File: config.mk
export PLATFORM = sky130hd
export DESIGN_NAME = knn_vote_controller
export DESIGN_NICKNAME = d
export VERILOG_FILES = /design/src/rtl/knn_vote_controller.sv
export SDC_FILE = /design/constraint.sdc
export NUM_CORES = 1
export LEC_CHECK = 0
export ABC_AREA = 1
export CORE_ASPECT_RATIO = 0.75
export CORE_MARGIN = 1
export CORE_UTILIZATION = 36
export CTS_BUF_LIST = sky130_fd_sc_hd__clkbuf_2
export DETAILED_ROUTE_END_ITERATION = 12
export PLACE_DENSITY = 0.54
export SYNTH_ARGS = -nofsm -noshare
export SYNTH_HDL_FRONTEND = slang
export SYNTH_SLANG_ARGS = --single-unit
File: constraint.sdc
create_clock -name clk -period 3.57 [get_ports clk]
set_clock_uncertainty 0.1 [all_clocks]
set_input_delay 0.5355 -clock clk [delete_from_list [all_inputs] [get_ports clk]]
set_output_delay 0.5355 -clock clk [all_outputs]
set_load 0.05 [all_outputs]
File: src/rtl/knn_vote_controller.sv
// ============================================================================
//  Module      : knn_vote_controller
//  Description : K=5 nearest-neighbour vote sequencer. Keeps a sorted list of
//                the five smallest tagged distances of a query and emits the
//                group-bit vector and majority result with a one-cycle strobe.
//                Optional macro KNN_VOTE_ABORT_EN adds an i_abort input.
//  Revision    : 1.0 - initial release
// ============================================================================
`default_nettype none

module knn_vote_controller #(
   parameter int DIST_W = 16,
   parameter int CNT_W  = 10
) (
   input  logic              clk,
   input  logic              rst,
`ifdef KNN_VOTE_ABORT_EN
   input  logic              i_abort,
`endif
   input  logic              i_start,
   input  logic [CNT_W-1:0]  i_num_samples,
   input  logic              i_dist_valid,
   input  logic [DIST_W-1:0] i_dist,
   input  logic              i_dist_group,
   output logic              o_dist_ready,
   output logic              o_busy,
   output logic              o_valid,
   output logic              o_group,
   output logic [4:0]        o_5_smallest_distances_group_bit
);

   localparam int                K        = 5;
   localparam logic [DIST_W-1:0] DIST_MAX = '1;
   localparam logic [CNT_W-1:0]  CNT_ONE  = CNT_W'(1);

   typedef enum logic [1:0] {
      IDLE    = 2'd0,
      COLLECT = 2'd1,
      DECIDE  = 2'd2
   } state_t;

   state_t            state_q, state_d;
   logic [CNT_W-1:0]  remaining_q, remaining_d;
   logic [DIST_W-1:0] dist_q [K];
   logic [DIST_W-1:0] dist_d [K];
   logic [K-1:0]      grp_q, grp_d;
   logic              valid_q, valid_d;
   logic              group_q, group_d;
   logic [K-1:0]      vec_q, vec_d;

   logic [K-1:0]      keep;
   logic [DIST_W-1:0] ins_dist [K];
   logic [K-1:0]      ins_grp;
   logic [2:0]        pop;
   logic              accept;
   logic              abort;

   assign accept = (state_q == COLLECT) && i_dist_valid;

`ifdef KNN_VOTE_ABORT_EN
   assign abort = i_abort && (state_q != IDLE);
`else
   assign abort = 1'b0;
`endif

   // Sorted insertion: slots whose distance is <= the new one stay put (ties
   // keep the older sample first), the new sample lands in the first slot
   // that is larger, and everything below shifts down one place.
   always_comb begin
      for (int i = 0; i < K; i++) begin
         keep[i] = (dist_q[i] <= i_dist);
      end
      ins_dist[0] = keep[0] ? dist_q[0] : i_dist;
      ins_grp[0]  = keep[0] ? grp_q[0]  : i_dist_group;
      for (int i = 1; i < K; i++) begin
         if (keep[i]) begin
            ins_dist[i] = dist_q[i];
            ins_grp[i]  = grp_q[i];
         end else if (keep[i-1]) begin
            ins_dist[i] = i_dist;
            ins_grp[i]  = i_dist_group;
         end else begin
            ins_dist[i] = dist_q[i-1];
            ins_grp[i]  = grp_q[i-1];
         end
      end
   end

   // Number of group-1 samples among the current five slots.
   always_comb begin
      pop = 3'd0;
      for (int i = 0; i < K; i++) begin
         pop = pop + 3'(grp_q[i]);
      end
   end

   // Next-state and datapath update; every target holds its value by default.
   always_comb begin
      state_d     = state_q;
      remaining_d = remaining_q;
      dist_d      = dist_q;
      grp_d       = grp_q;
      valid_d     = 1'b0;
      group_d     = group_q;
      vec_d       = vec_q;
      if (abort) begin
         state_d = IDLE;
      end else begin
         case (state_q)
            IDLE: begin
               if (i_start) begin
                  remaining_d = i_num_samples;
                  for (int i = 0; i < K; i++) begin
                     dist_d[i] = DIST_MAX;
                  end
                  grp_d   = '0;
                  state_d = (i_num_samples == '0) ? DECIDE : COLLECT;
               end
            end
            COLLECT: begin
               if (accept) begin
                  // An all-ones distance can never beat an empty slot.
                  if (i_dist != DIST_MAX) begin
                     dist_d = ins_dist;
                     grp_d  = ins_grp;
                  end
                  remaining_d = remaining_q - CNT_ONE;
                  if (remaining_q == CNT_ONE) begin
                     state_d = DECIDE;
                  end
               end
            end
            DECIDE: begin
               vec_d   = grp_q;
               group_d = (pop >= 3'd3);
               valid_d = 1'b1;
               state_d = IDLE;
            end
            default: state_d = IDLE;
         endcase
      end
   end

   // State, slot list and result registers.
   always_ff @(posedge clk or posedge rst) begin
      if (rst) begin
         state_q     <= IDLE;
         remaining_q <= '0;
         for (int i = 0; i < K; i++) begin
            dist_q[i] <= DIST_MAX;
         end
         grp_q       <= '0;
         valid_q     <= 1'b0;
         group_q     <= 1'b0;
         vec_q       <= '0;
      end else begin
         state_q     <= state_d;
         remaining_q <= remaining_d;
         dist_q      <= dist_d;
         grp_q       <= grp_d;
         valid_q     <= valid_d;
         group_q     <= group_d;
         vec_q       <= vec_d;
      end
   end

   assign o_dist_ready                     = (state_q == COLLECT);
   assign o_busy                           = (state_q != IDLE);
   assign o_valid                          = valid_q;
   assign o_group                          = group_q;
   assign o_5_smallest_distances_group_bit = vec_q;

endmodule

`default_nettype wire
==> results of run 1 <==
## power groups by stage
stage                     clock network [W]  registers (W)  logic, W
final                              0.000666        0.00269   0.00481
after detailed placement                  0        0.00271   0.00482
after global placement                    0        0.00273   0.00477
after CTS                          0.000695        0.00269   0.00484
after global routing               0.000740        0.00278   0.00561
after floorplan                           0        0.00260   0.00375
## logic make-up after synthesis
family | count (synthesis)
simple gates | 633
buf+inv | 104
flops | 104
compound gates | 103
fa+ha+maj | 86
## metal layers
metal | up-vias | share of wire
met5 | - | 0
met4 | 0 | 0.0052
met3 | 6 | 0.065
met2 | 178 | 0.39
met1 | 3169 | 0.54
li1 | 3465 | -
## worst max-delay path, delay by kind of cell, from the launching register on
| family | cells | cell delay (ns) |
|---|---|---|
| AND/OR/NAND/NOR | 1 | 0.17 |
| flip-flops | 1 | 0.61 |
| buffers and inverters | 2 | 1.02 |
## layout make-up
class | count | area (um^2) | share of cell area
timing repair buffer | 64 | 603 | 0.0713
antenna | 1 | 2.50 | 0.000296
tap | 282 | 353 | 0.0417
inverter | 68 | 269 | 0.0318
sequential | 104 | 2700 | 0.319
clock inverter | 6 | 83.8 | 0.00991
multi-input combinational | 822 | 4400 | 0.520
clock buffer | 10 | 50.0 | 0.00591
## state kept, by name, summed over array words and instances, names as in the netlist
signal and flops:
state_q 2, o_5_smallest_distances_group_bit 5, o_group 1, o_valid 1, grp_q 5, dist_q 80, remaining_q 10
## stage by stage
step	setup WS, ns	power [W]
finish	0.497	0.00817
global route	0.323	0.00913
CTS	0.438	0.00823
detailed placement	0.273	0.00754
global placement	0.288	0.00749
floorplan	0.335	0.00636
## cells in the final DEF (no fill, tap or decap), types with 23 or more instances in the layout
cell type        instances
nand2_1                398
nand3_1                145
ha_1                    84
dfstp_2                 80
inv_1                   58
nor2_1                  51
a21oi_1                 43
clkdlybuf4s50_1         39
o21ai_0                 38
dfrtp_1                 24
buf_4                   23
## how the worst max path moves through the flow
stage | startpoint | endpoint | slack (ns) | depth (start not counted)
2_1_floorplan | rst | grp_q[0]$_DFFE_PP0P_ | 0.33 | 1
3_3_place_gp | i_dist[7] | dist_q[50]$_DFFE_PP1P_ | 0.29 | 15
3_5_place_dp | i_dist[3] | dist_q[50]$_DFFE_PP1P_ | 0.27 | 17
4_1_cts | state_q[0]$_DFFE_PP0P_ | o_dist_ready | 0.44 | 3
5_1_grt | state_q[0]$_DFFE_PP0P_ | o_dist_ready | 0.32 | 3
6_report | state_q[0]$_DFFE_PP0P_ | o_dist_ready | 0.50 | 3
==> summary.md, run 1 <==
| Metric | Value |
|---|---|
| Worst reg2reg endpoint | `dist_q[27]$_DFFE_PP1P_` |
| GRT busiest layer | `met1` |
| Chip width | `170 um` |
| Syn Std Cell Area | `0.00758 mm^2` |
| Post-Synth Simple-Gate Area | `0.363` |
| Initial Utilization | `0.371` |
| Grt met3 use | `0.0398` |
| Cts repair resizes | `0` |
| Top FF cell, synth | `dfstp_2` |
| Status | `finished clean` |
| Initial antenna violation count | `1` |
| Placed Cells | `1340` |
| GRT Total Usage | `0.211` |
| Switching pwr | `0.00412 W` |
| Final hold violations | `0` |
| RR Startpoint | `state_q[0]$_DFFE_PP0P_` |
| Largest net degree at the start of global routing | `84` |
| Sw frac | `0.504` |
| Worst hold path type | `primary input to asynchronous set/reset pin` |
| Critical path fanouts, max | `11` |
| TNS Setup | `0 ns` |
| # DRC | `0` |
| Post-synthesis net count | `1147` |
| PortBufs | `39` |
| Cell Count, Final, Fillers Out | `1357` |
| Routed len/inst | `15.7 um` |
| Top post-synthesis cells by count | `398 x nand2_1, 145 x nand3_1, 84 x ha_1` |
| Top cell type's share of synthesized area | `0.277` |
| Logic pwr share | `0.589` |
| Die area | `0.0217 mm^2` |
| GRT overflow | `0` |
| Fin Hold WS | `0.154 ns` |
| Relative slew slack | `0.561` |
| Clock slew at reported path FFs | `0.31 ns` |
| Layout area overhead | `11.6%` |
| Number of DRC markers in iteration 0 | `522` |
| Worst Path Arrival | `2.44 ns` |
| Setup Fix Bufs, Post-CTS | `0` |
| Met1 GRT Util | `0.330` |
| Post-synth ARST share | `1.00` |
| Warnings, synthesis | `0` |
| Dominant cell type by area after synthesis | `dfstp_2` |
| H-tree lvl count | `3` |
| Synthesized area per cell | `7.36 um^2` |
| Vias | `6818` |
| First-pass GRT wire length | `35.7 mm` |
| Share of layout cells above drive strength 1 | `0.144` |
| Slew Viols, Final | `0` |
| Largest cells by area after synthesis | `dfstp_2 28%, nand2_1 20%, ha_1 14%` |
| Most common cell in the netlist | `nand2_1` |
| Rows | `45` |
| Post-DP Area | `0.00833 mm^2` |
| Worst-Margin Slew | `0.658 ns` |
| Core Util, Final | `0.414` |
| Post-route ant nets | `0` |
| Post-synthesis mux area share | `0` |
| Fin crit share | `0.861` |
| Die height | `128 um` |
| CP peak stage delay | `0.83 ns` |
| CP endpoint kind | `primary output` |
| Core area | `0.0204 mm^2` |
| Critical path cell sequence | `inv_1 > nor2_4 > clkdlybuf4s50_1` |
| Unrepaired setup endpoints after global routing | `false` |
| Final Wtd Congestion | `0.828` |
| Pwr dens | `966 mW/mm^2` |
| Design area | `0.00846 mm^2` |
| CTS Buf Count | `9` |
| CP Data Required Time | `2.93 ns` |
| Setup-failing EPs final | `0` |
| FMAX | `0.325 GHz` |
| Sink Count | `104` |
| Met2 Use GR | `0.301` |
| Post-synth EDFFs | `0` |
| Post-Synth XOR/XNOR Area | `0` |
| Max-cap violations | `0` |
| Fillcell total | `2129` |
| Worst-Skew Late Latency | `0.65 ns` |
| Post-synthesis adder-cell area fraction | `0.144` |
| R2R depth | `12` |
| Slowest-stage cell, CP | `clkdlybuf4s50_1` |
| Clock root buffer master | `clkbuf_2` |
| Ports | `40` |
| Post-synthesis compound-gate area fraction | `0.0728` |
| Largest family of logic cells by synthesized area | `simple AND/OR/NAND/NOR gates` |
| Seq/Total Area, Yosys | `0.356` |
| Final min period | `3.07 ns` |
| Leakage power | `4.17 nW` |
| Worst setup SP type | `register` |
| DRT Pass-1 Iters | `5` |
| Final Net Count | `1186` |
| Cells after Synth | `1030` |
| Drt total wl | `21.3 mm` |
| Clock power frac | `0.081` |
| Kind of critical path | `register to primary output` |
| Post-synthesis register bit count | `104` |
| Internal | `0.00406 W` |
| Count of cell types in the netlist | `41` |
| Number of hold buffers added after cts | `0` |
| Vias per cell | `5.02` |
| Vias in the first global route | `6571` |
| R2R setup slack | `1.03 ns` |
| CTS tree | `done` |
| Clk buf depth | `2` |
| Post-detail-place hpwl | `15.9 mm` |
| Sequential Power Share | `0.330` |
| Worst vdd ir | `0.389 mV` |
Note: power is estimated with default switching activity, not from simulation.
==> run 2: changes to the inputs <==
Settings changed: PLACE_DENSITY 0.54 to not set.
==> run 2 against run 1 <==
Net effect: sequential share of layout area about the same; sequential power about the same; combinational power is essentially flat; cell count unchanged; worst setup slack lost 0.11 ns; via count is 1.1% higher; register-to-register slack got worse by 0.12 ns; clock power grew 6.2%; hold slack improved by 0.063 ns; critical path depth unchanged; routed wire length fell by 1.8%; global-route usage decreased by 0.34 points; largest cell class unchanged.
==> summary.md, run 2 (synthesis results as in run 1) <==
| Metric | Value |
|---|---|
| Post-route ant nets | `0 (unchanged)` |
| Drt total wl | `20.9 mm (-1.8%)` |
| Clk buf depth | `2 (unchanged)` |
| CP Data Required Time | `2.93 ns (about the same)` |
| Vias | `6890 (+1.1%)` |
| Largest net degree at the start of global routing | `60 (-29%)` |
| Die height | `128 um (unchanged)` |
| Setup Fix Bufs, Post-CTS | `0 (unchanged)` |
| Sink Count | `104 (unchanged)` |
| R2R depth | `11 (-1)` |
| Worst hold path type | `primary input to asynchronous set/reset pin` |
| Cts repair resizes | `0 (unchanged)` |
| Initial antenna violation count | `1 (unchanged)` |
| Die area | `0.0217 mm^2 (unchanged)` |
| Pwr dens | `966 mW/mm^2 (about the same)` |
| RR Startpoint | `state_q[0]$_DFFE_PP0P_` |
| Relative slew slack | `0.495 (-0.0660)` |
| Fin crit share | `0.891 (+0.0298)` |
| Setup-failing EPs final | `0 (unchanged)` |
| Initial Utilization | `0.371 (unchanged)` |
| Critical path fanouts, max | `11 (unchanged)` |
| # DRC | `0 (unchanged)` |
| Final hold violations | `0 (unchanged)` |
| CTS tree | `done` |
| TNS Setup | `0 ns (unchanged)` |
| CP endpoint kind | `primary output` |
| PortBufs | `39 (unchanged)` |
| Status | `finished clean` |
| Layout area overhead | `11.6% (about the same)` |
| Design area | `0.00846 mm^2 (about the same)` |
| H-tree lvl count | `3 (unchanged)` |
| Final Wtd Congestion | `0.837 (+1.1%)` |
| Worst vdd ir | `0.329 mV (-16%)` |
| Worst setup SP type | `register` |
| Worst-Skew Late Latency | `0.67 ns (+0.02 ns)` |
| Chip width | `170 um (unchanged)` |
| Worst Path Arrival | `2.54 ns (+0.10 ns)` |
| Slew Viols, Final | `0 (unchanged)` |
| Number of DRC markers in iteration 0 | `534 (+2.3%)` |
| Post-DP Area | `0.00831 mm^2 (-0.15%)` |
| Rows | `45 (unchanged)` |
| Worst-Margin Slew | `0.757 ns (+0.0990 ns)` |
| Final min period | `3.18 ns (+0.106 ns)` |
| FMAX | `0.314 GHz (-3.3%)` |
| Core area | `0.0204 mm^2 (unchanged)` |
| Leakage power | `4.18 nW (+0.18%)` |
| First-pass GRT wire length | `34.8 mm (-2.6%)` |
| Max FFs per register | `80 (unchanged)` |
| Vias per cell | `5.08 (+1.1%)` |
| GRT Total Usage | `0.207 (-0.00336)` |
| Ports | `40 (unchanged)` |
| Unrepaired setup endpoints after global routing | `false` |
| Clock slew at reported path FFs | `0.31 ns (about the same)` |
| DRT Pass-1 Iters | `5 (unchanged)` |
| Number of hold buffers added after cts | `0 (unchanged)` |
| Most common library cell in the layout ignoring fill and taps | `nand2_1` |
| Final Net Count | `1186 (unchanged)` |
| Share of layout cells above drive strength 1 | `0.146 (+0.00186)` |
| GRT overflow | `0 (unchanged)` |
| Max-cap violations | `0 (unchanged)` |
| Kind of critical path | `register to primary output` |
| CTS Buf Count | `9 (unchanged)` |
| Vias in the first global route | `6493 (-1.2%)` |
| Register with the most flip-flops | `dist_q` |
| Routed len/inst | `15.4 um (-1.8%)` |
| R2R setup slack | `0.91 ns (-0.12 ns)` |
| Most frequent cells in the layout | `398 x nand2_1, 145 x nand3_1, 84 x ha_1` |
| Fillcell total | `2194 (+3.1%)` |
| Post-detail-place hpwl | `15.5 mm (-2.3%)` |
| Clock root buffer master | `clkbuf_2` |
| Worst reg2reg endpoint | `dist_q[29]$_DFFE_PP1P_` |
| Largest regs | `dist_q (80), remaining_q (10)` |
[run 2: per-layer routing]
metal,track usage,share of wire,up-vias
met3,0.0318,0.059,10
li1,-,-,3472
met5,0,0,-
met2,0.300,0.41,157
met1,0.322,0.53,3251
met4,0.0424,0.0072,0
[run 2: where the power goes]
group | internal, W | switching (W) | total (W)
logic | 0.00164 | 0.00314 | 0.00478
clock network | 0.000244 | 0.000463 | 0.000707
registers | 0.00217 | 0.000523 | 0.00269
total | 0.00405 | 0.00413 | 0.00818
[run 2: critical path: stages (launching register included)]
cell and delay [ns]:
dfrtp_1 0.62, inv_1 0.18, nor2_4 0.24, clkdlybuf4s50_1 0.85
[run 2: final cells by class]
type                    count  area (um^2)  area share
multi-input cells         822         4400       0.520
repair buffers             64          591      0.0698
diodes                      1         2.50    0.000296
clock buffers               9         45.0     0.00532
inverters                  68          269      0.0318
flip-flops and latches    104         2700       0.319
clock inverters             7          103      0.0121
well taps                 282          353      0.0417
[run 2: how the worst max path moves through the flow]
stage / end / startpoint
final: o_dist_ready / state_q[0]$_DFFE_PP0P_
after global routing: o_dist_ready / state_q[0]$_DFFE_PP0P_
after CTS: o_dist_ready / state_q[0]$_DFFE_PP0P_
after detailed placement: dist_q[51]$_DFFE_PP1P_ / i_dist[12]
after global placement: dist_q[61]$_DFFE_PP1P_ / i_dist[12]
after floorplan: grp_q[0]$_DFFE_PP0P_ / rst
[run 2: stage by stage]
stage / hold slack, ns / total power [W] / util / setup slack [ns] / instances
5_1_grt: 0.243 / 0.00909 / 0.414 / 0.266 / 1357
3_3_place_gp: 0.358 / 0.00739 / 0.407 / 0.299 / 1340
2_1_floorplan: 0.346 / 0.00636 / - / 0.335 / 1030
6_report: 0.217 / 0.00818 / 0.414 / 0.390 / 1357
3_5_place_dp: 0.360 / 0.00749 / 0.407 / 0.308 / 1340
4_1_cts: 0.211 / 0.00821 / 0.414 / 0.386 / 1356
==> run 3: changes to the inputs <==
Settings changed: CTS_BUF_LIST sky130_fd_sc_hd__clkbuf_2 to sky130_fd_sc_hd__clkbuf_8.
==> run 3 against run 2 <==
Net effect: sequential cell count unchanged; cell count about the same; critical path type is now primary input to register; routed wire length hardly changed; largest cell class unchanged; worst setup slack gained 0.31 ns; combinational power is essentially flat; via count grew 0.29%.
==> summary.md, run 3 (synthesis results as in run 1) <==
| Metric | Value |
|---|---|
| Setup Fix Bufs, Post-CTS | `0 (unchanged)` |
| Critical path fanouts, max | `19 (+8)` |
| Slew Viols, Final | `0 (unchanged)` |
| Ports | `40 (unchanged)` |
| Register with the most flip-flops | `dist_q` |
| Die area | `0.0217 mm^2 (unchanged)` |
| Most frequent cells in the layout | `398 x nand2_1, 145 x nand3_1, 84 x ha_1` |
| Kind of critical path | `primary input to register` |
| Sequential Power Share | `0.322 (-0.007)` |
| GRT Total Usage | `0.207 (about the same)` |
| GRT overflow | `0 (unchanged)` |
| Relative slew slack | `0.496 (+0.000790)` |
| Number of DRC markers in iteration 0 | `581 (+8.8%)` |
| PortBufs | `39 (unchanged)` |
| Drt total wl | `20.9 mm (about the same)` |
| Sw frac | `0.495 (-0.00935)` |
| # DRC | `0 (unchanged)` |
| Final min period | `2.87 ns (-0.309 ns)` |
| Clk buf depth | `2 (unchanged)` |
| H-tree lvl count | `3 (unchanged)` |
| Fin Hold WS | `0.374 ns (+0.157 ns)` |
| Unrepaired setup endpoints after global routing | `false` |
| DRT Pass-1 Iters | `5 (unchanged)` |
| CTS tree | `done` |
| Clock slew at reported path FFs | `0.11 ns (-0.20 ns)` |
| Layout area overhead | `12.6%` |
| Final Wtd Congestion | `0.837 (unchanged)` |
| Chip width | `170 um (unchanged)` |
| FMAX | `0.348 GHz (+11%)` |
| Fin crit share | `0.804 (-0.0867)` |
| N_diodes | `0 (-1)` |
| Number of hold buffers added after cts | `0 (unchanged)` |
| Share of layout cells above drive strength 1 | `0.146 (unchanged)` |
| Clock power frac | `0.105 (+0.019)` |
| Die height | `128 um (unchanged)` |
| Clock root buffer master | `clkbuf_8` |
| Vias | `6910 (+0.29%)` |
| Vias per cell | `5.10 (+0.36%)` |
| Logic pwr share | `0.573 (-0.012)` |
| Pwr dens | `979 mW/mm^2 (+1.3%)` |
| Cts repair resizes | `0 (unchanged)` |
| Post-route ant nets | `0 (unchanged)` |
| Core area | `0.0204 mm^2 (unchanged)` |
| Leakage power | `4.21 nW (+0.65%)` |
| Largest regs | `dist_q (80), remaining_q (10)` |
| Sink Count | `104 (unchanged)` |
| Worst vdd ir | `0.329 mV (about the same)` |
| Initial antenna violation count | `0 (-1)` |
| Switching pwr | `0.00414 W (+0.34%)` |
| CP Data Required Time | `3.81 ns (+0.88 ns)` |
| TNS Setup | `0 ns (unchanged)` |
| Setup-failing EPs final | `0 (unchanged)` |
| Largest net degree at the start of global routing | `60 (unchanged)` |
| CP endpoint kind | `register` |
| Routed len/inst | `15.4 um (about the same)` |
| Worst hold path type | `register to register` |
| CTS Buf Count | `9 (unchanged)` |
| Worst Path Arrival | `3.11 ns (+0.57 ns)` |
| Internal | `0.00422 W (+4.2%)` |
| Post-detail-place hpwl | `15.5 mm (unchanged)` |
| Worst-Margin Slew | `0.756 ns (-0.00119 ns)` |
| Final hold violations | `0 (unchanged)` |
| Worst-Skew Late Latency | `0.40 ns (-0.27 ns)` |
| Vias in the first global route | `6519 (+0.40%)` |
| Max-cap violations | `0 (unchanged)` |
| Final Net Count | `1186 (unchanged)` |
| First-pass GRT wire length | `34.8 mm (about the same)` |
| Fillcell total | `2178 (-0.73%)` |
| Initial Utilization | `0.371 (unchanged)` |
| Worst setup SP type | `primary input` |
| Max FFs per register | `80 (unchanged)` |
| Most common library cell in the layout ignoring fill and taps | `nand2_1` |
| Status | `finished clean` |
| Rows | `45 (unchanged)` |
-- run 3: metal layers --
| layer | up-vias | global-route usage | share of wire |
|---|---|---|---|
| met1 | 3257 | 0.322 | 0.53 |
| met4 | 0 | 0.0419 | 0.0073 |
| met5 | - | 0 | 0 |
| met3 | 11 | 0.0309 | 0.053 |
| met2 | 170 | 0.301 | 0.41 |
| li1 | 3472 | - | - |
-- run 3: final timing paths --
path	start	end	slack (ns)	depth (start not counted)
min reg2reg	dist_q[0]$_DFFE_PP1P_	dist_q[0]$_DFFE_PP1P_	0.37	2
max reg2reg	state_q[0]$_DFFE_PP0P_	dist_q[29]$_DFFE_PP1P_	0.92	11
min in group asynchronous	rst	remaining_q[1]$_DFFE_PP0P_	0.51	2
min	dist_q[0]$_DFFE_PP1P_	dist_q[0]$_DFFE_PP1P_	0.37	2
max in group asynchronous	rst	dist_q[9]$_DFFE_PP1P_	2.04	3
max	i_dist[12]	dist_q[58]$_DFFE_PP1P_	0.70	13
-- run 3: through the flow --
stage                     total power [W]  std cells  cell area, um^2   util  setup WS (ns)
after floorplan                   0.00636       1030             7580      -          0.335
after global placement            0.00739       1340             8310  0.407          0.299
after detailed placement          0.00749       1340             8310  0.407          0.308
after CTS                         0.00839       1356             8540  0.418          0.723
after global routing              0.00928       1356             8540  0.418          0.470
final                             0.00836       1356             8540  0.418          0.700
-- run 3: power by group through the flow --
stage,logic (W),registers (W),clock network [W]
after floorplan,0.00375,0.00260,0
after global placement,0.00468,0.00270,0
after detailed placement,0.00479,0.00270,0
after CTS,0.00480,0.00268,0.000906
after global routing,0.00556,0.00277,0.000950
final,0.00479,0.00269,0.000877
-- run 3: cell type report --
class                   count  area (um^2)  share of cell area
clock inverters             7          103              0.0120
clock buffers               9          124              0.0145
repair buffers             64          591              0.0692
inverters                  68          269              0.0315
well taps                 282          353              0.0413
multi-input cells         822         4400               0.515
flip-flops and latches    104         2700               0.316
-- run 3: critical path: stages --
cell	delay (ns)
clkdlybuf4s50_1	0.64
inv_1	0.23
ha_1	0.33
nand2_1	0.10
nor3_4	0.24
nand2_1	0.13
nand2_4	0.19
nand2_4	0.06
nand2_1	0.10
nand2_4	0.17
inv_4	0.23
nand2_1	0.09
nand2_1	0.06
==> edit 1 (settings of run 1) <==
`CNT_W`: 10 -> 20.
--- a/src/rtl/knn_vote_controller.sv
+++ b/src/rtl/knn_vote_controller.sv
@@ -12,3 +12,3 @@
    parameter int DIST_W = 16,
-   parameter int CNT_W  = 10
+   parameter int CNT_W  = 20
 ) (
Interface: changed (resized i_num_samples); port bits go from 40 to 50. No check against the original RTL was run, so the function may have changed too.
==> edit 1 against run 1 <==
  * Non-clock buffer count grew 25
  * Area after synthesis up 8.2%
  * Setup slack got worse by 0.064 ns
  * Power shrank 14%
  * Cell area grew 11%
  * Sequential cell count rose by 10
  * Combinational power shrank 26%
  * Wire length increased by 15%
  * Fmax decreased by 2.1%
  * Critical endpoint unchanged
==> edit 1: results (changes against run 1) <==
[outcome]
outcome=completed

[timing]
fmax_mhz=319  ; -2.1%
worst_slew_pin_slew_ns=0.876  ; +0.218 ns
whs_ns=0.363  ; +0.209 ns

[final_layout]
seq_cell_count=114  ; +9.6%
num-nonclk-inverters=75  ; +10%
multi_input_area_um2=4770  ; +8.5%
ff_latch_area_um2=2950  ; +9.3%
drive_above_1_share_pct=14.8  ; +0.36 points
clock_tree_area_fraction_pct=2.45  ; +0.87 points
stdcell_area_um2=9430  ; +11%
reg_top3=dist_q (80), remaining_q (20)
n_clock_buffer=18  ; +8
n_fill_cell=2349  ; +10%
signal_buffers=89  ; +39%
multi_input_comb_cells=907  ; +10%

[worst_setup_path]
rr_endpoint=remaining_q[7]
cp.arrival_ns=2.50  ; +0.06 ns
r2r_slack_ns=0.80  ; -0.23 ns
reg2reg_depth=11  ; -1
crit_fanout=22  ; +11

[placement]
dpl_cell_area_um2=9190  ; +10%
io_buffers=49  ; +26%
pre_cts_ws_ns=0.480  ; +0.207 ns
dp_hpwl_um=18400  ; +16%
gp_congestion=0.897  ; +8.3%

[synth]
synthAdderAreaFrac_pct=13.3  ; -1.1 points
synthTopCellsByCount=nand2_1, nand3_1, ha_1, nor2_1, dfstp_2
synthTopCellsByArea=dfstp_2, nand2_1, ha_1, dfrtp_1, nand3_1
synth_xor_area_share_pct=0.748  ; +0.75 points
synth_fp_nets=1265  ; +10%
synth-compound-area-share_pct=8.05  ; +0.78 points
synth_cell_type_count=42  ; +2.4%

[detailed_routing]
met1Wirelength_um=13500  ; +18%
drtIter0Drc=694  ; +33%
wl_met3_um=1340  ; -2.8%
wl_met2_um=9570  ; +14%
wl_per_cell_um=16.2  ; +3.4%

[clocking]
path_clk_slew_ns=0.20  ; -0.11 ns
clk_latency_ns=0.72  ; +0.07 ns
h-tree-depth=4  ; +1
cts_buffers=17  ; +8

[grt]
grt_first_pass_wirelength_um=39400  ; +10%
grt_max_degree=55  ; -35%
grt_pass1_vias=7154  ; +8.9%
gr-usage-met3_pct=3.82  ; -0.16 points
track_usage_pct=21.9  ; +0.80 points
grtUsageMet1_pct=35.7  ; +2.7 points

[floorplan]
taps=294  ; +4.3%

[min_path]
min_path_type=primary input to register

[power_and_ir_drop]
p_leak_nw=4.80  ; +15%
irDropWorstVdd_v=0.000233  ; -40%

[edit 1: changes by cell type after synthesis, sizes merged, moves of 4 or more]
| cell | delta |
|---|---|
| nand2 | +13 |
| o21ai | +13 |
| inv | +9 |
| clkbuf | +10 |
| nor2 | +31 |
| nand4 | +5 |
| xor2 | +6 |
| nor4 | +4 |
| buf | -4 |
| dfrtp | +10 |
| o22ai | +4 |
[edit 1: what timing repair did]
item,4_1_cts,5_1_grt
endpoints found under the setup margin,0,0
hold buffers,1,0
endpoints found under the hold margin,16,0
[edit 1: stage by stage]
stage / std cells / power, W
after detailed placement: 1478 / 0.00616
final: 1512 / 0.00703
after floorplan: 1138 / 0.00513
after CTS: 1511 / 0.00706
after global placement: 1478 / 0.00611
after global routing: 1512 / 0.00776
[edit 1: report_power, final]
part           internal (W)  switching [W]  leakage [nW]
sequential          0.00212       0.000484          1.27
combinational       0.00133        0.00222          3.39
clock              0.000319       0.000560         0.137
total               0.00377        0.00326          4.80
==> edit 2 (settings of run 1) <==
Without the edit above. Make the reset (`rst`) synchronous in one clocked block.
--- a/src/rtl/knn_vote_controller.sv
+++ b/src/rtl/knn_vote_controller.sv
@@ -144,3 +144,3 @@
    // State, slot list and result registers.
-   always_ff @(posedge clk or posedge rst) begin
+   always_ff @(posedge clk) begin
       if (rst) begin
Behaviour: differs if rst is asserted again (counterexample within 4 cycles, from zero or initial values and one cycle with rst high); with rst held inactive, the same outputs for 4 cycles.
==> edit 2 against run 1 <==
  * Wire length is 5.7% higher
  * Count of clock-buffer cells in the layout decreased by 1
  * Cell area down 4.7%
  * Setup slack better by 0.019 ns
  * Sequential cell count stayed put
  * Cell count rose by 1.3%
  * Power shrank 38%
  * Sequential power decreased by 36%
  * Highest routed layer unchanged
  * Worst hold slack gained 0.23 ns
  * Area after synthesis decreased by 5.2%
  * Clock power down 7.1%
  * Critical path type unchanged
==> edit 2: results (changes against run 1) <==
[outcome]
outcome=completed

[power_and_ir_drop]
p_int_w=0.00263  ; -35%
p_leak_nw=3.96  ; -5.2%
pg_seq_w=0.00173  ; -36%
pg_clk_w=0.000619  ; -7.1%
irDropWorstVdd_v=0.000281  ; -28%

[detailed_routing]
wl_met3_um=1480  ; +7.0%
wl_met2_um=8760  ; +4.2%
wl_per_cell_um=16.4  ; +4.3%
met1Wirelength_um=12100  ; +5.9%
viasPerCell=5.18  ; +3.0%

[grt]
grt_first_pass_wirelength_um=36500  ; +2.1%
grt_max_degree=59  ; -30%
use_met2_pct=30.4  ; +0.31 points
grt_pass1_vias=6497  ; -1.1%
grtUsageMet1_pct=36.9  ; +3.9 points

[worst_setup_path]
reg2reg_depth=8  ; -4
crit_fanout=7  ; -4
rr_endpoint=dist_q[15]
cpPeakStageDelay_ns=0.88  ; +0.05 ns
cp.arrival_ns=2.42  ; -0.02 ns
r2r_slack_ns=1.10  ; +0.07 ns
crit_start=state_q[0]

[synth]
synthTopCellsByArea=dfxtp_1, nand2_1, nand3_1, ha_1, a21oi_1
async_flop_share_pct=0  ; -100 points
synth-compound-area-share_pct=7.12  ; -0.16 points
synthTopCellsByCount=nand2_1, nand3_1, dfxtp_1, ha_1, inv_1
synthAdderAreaFrac_pct=15.2  ; +0.79 points
ys_seq_area_share_pct=29.0  ; -6.7 points

[placement]
pre_cts_ws_ns=0.176  ; -0.0973 ns
gp_congestion=0.830  ; +0.29%
dp_hpwl_um=16500  ; +3.8%

[final_layout]
drive_above_1_share_pct=7.41  ; -7.0 points

[min_path]
min_path_type=register to register

==> edit 2: cell type report <==
| class | instances | area (um^2) | area share, % |
|---|---|---|---|
| tap | 253 | 317 | 3.92 |
| multi-input combinational | 858 | 4630 | 57.4 |
| timing repair buffer | 69 | 628 | 7.79 |
| clock buffer | 9 | 45.0 | 0.558 |
| inverter | 73 | 277 | 3.43 |
| sequential | 104 | 2080 | 25.8 |
| antenna | 2 | 5.00 | 0.0620 |
| clock inverter | 7 | 80.1 | 0.993 |
==> edit 2: metrics by stage <==
stage / utilization [%] / total power (W) / cell area [um^2] / std cells
2_1_floorplan: - / 0.00371 / 7190 / 1081
3_3_place_gp: 40.8 / 0.00448 / 7940 / 1357
3_5_place_dp: 40.8 / 0.00447 / 7940 / 1357
4_1_cts: 41.5 / 0.00511 / 8060 / 1373
5_1_grt: 41.5 / 0.00562 / 8070 / 1375
6_report: 41.5 / 0.00509 / 8070 / 1375
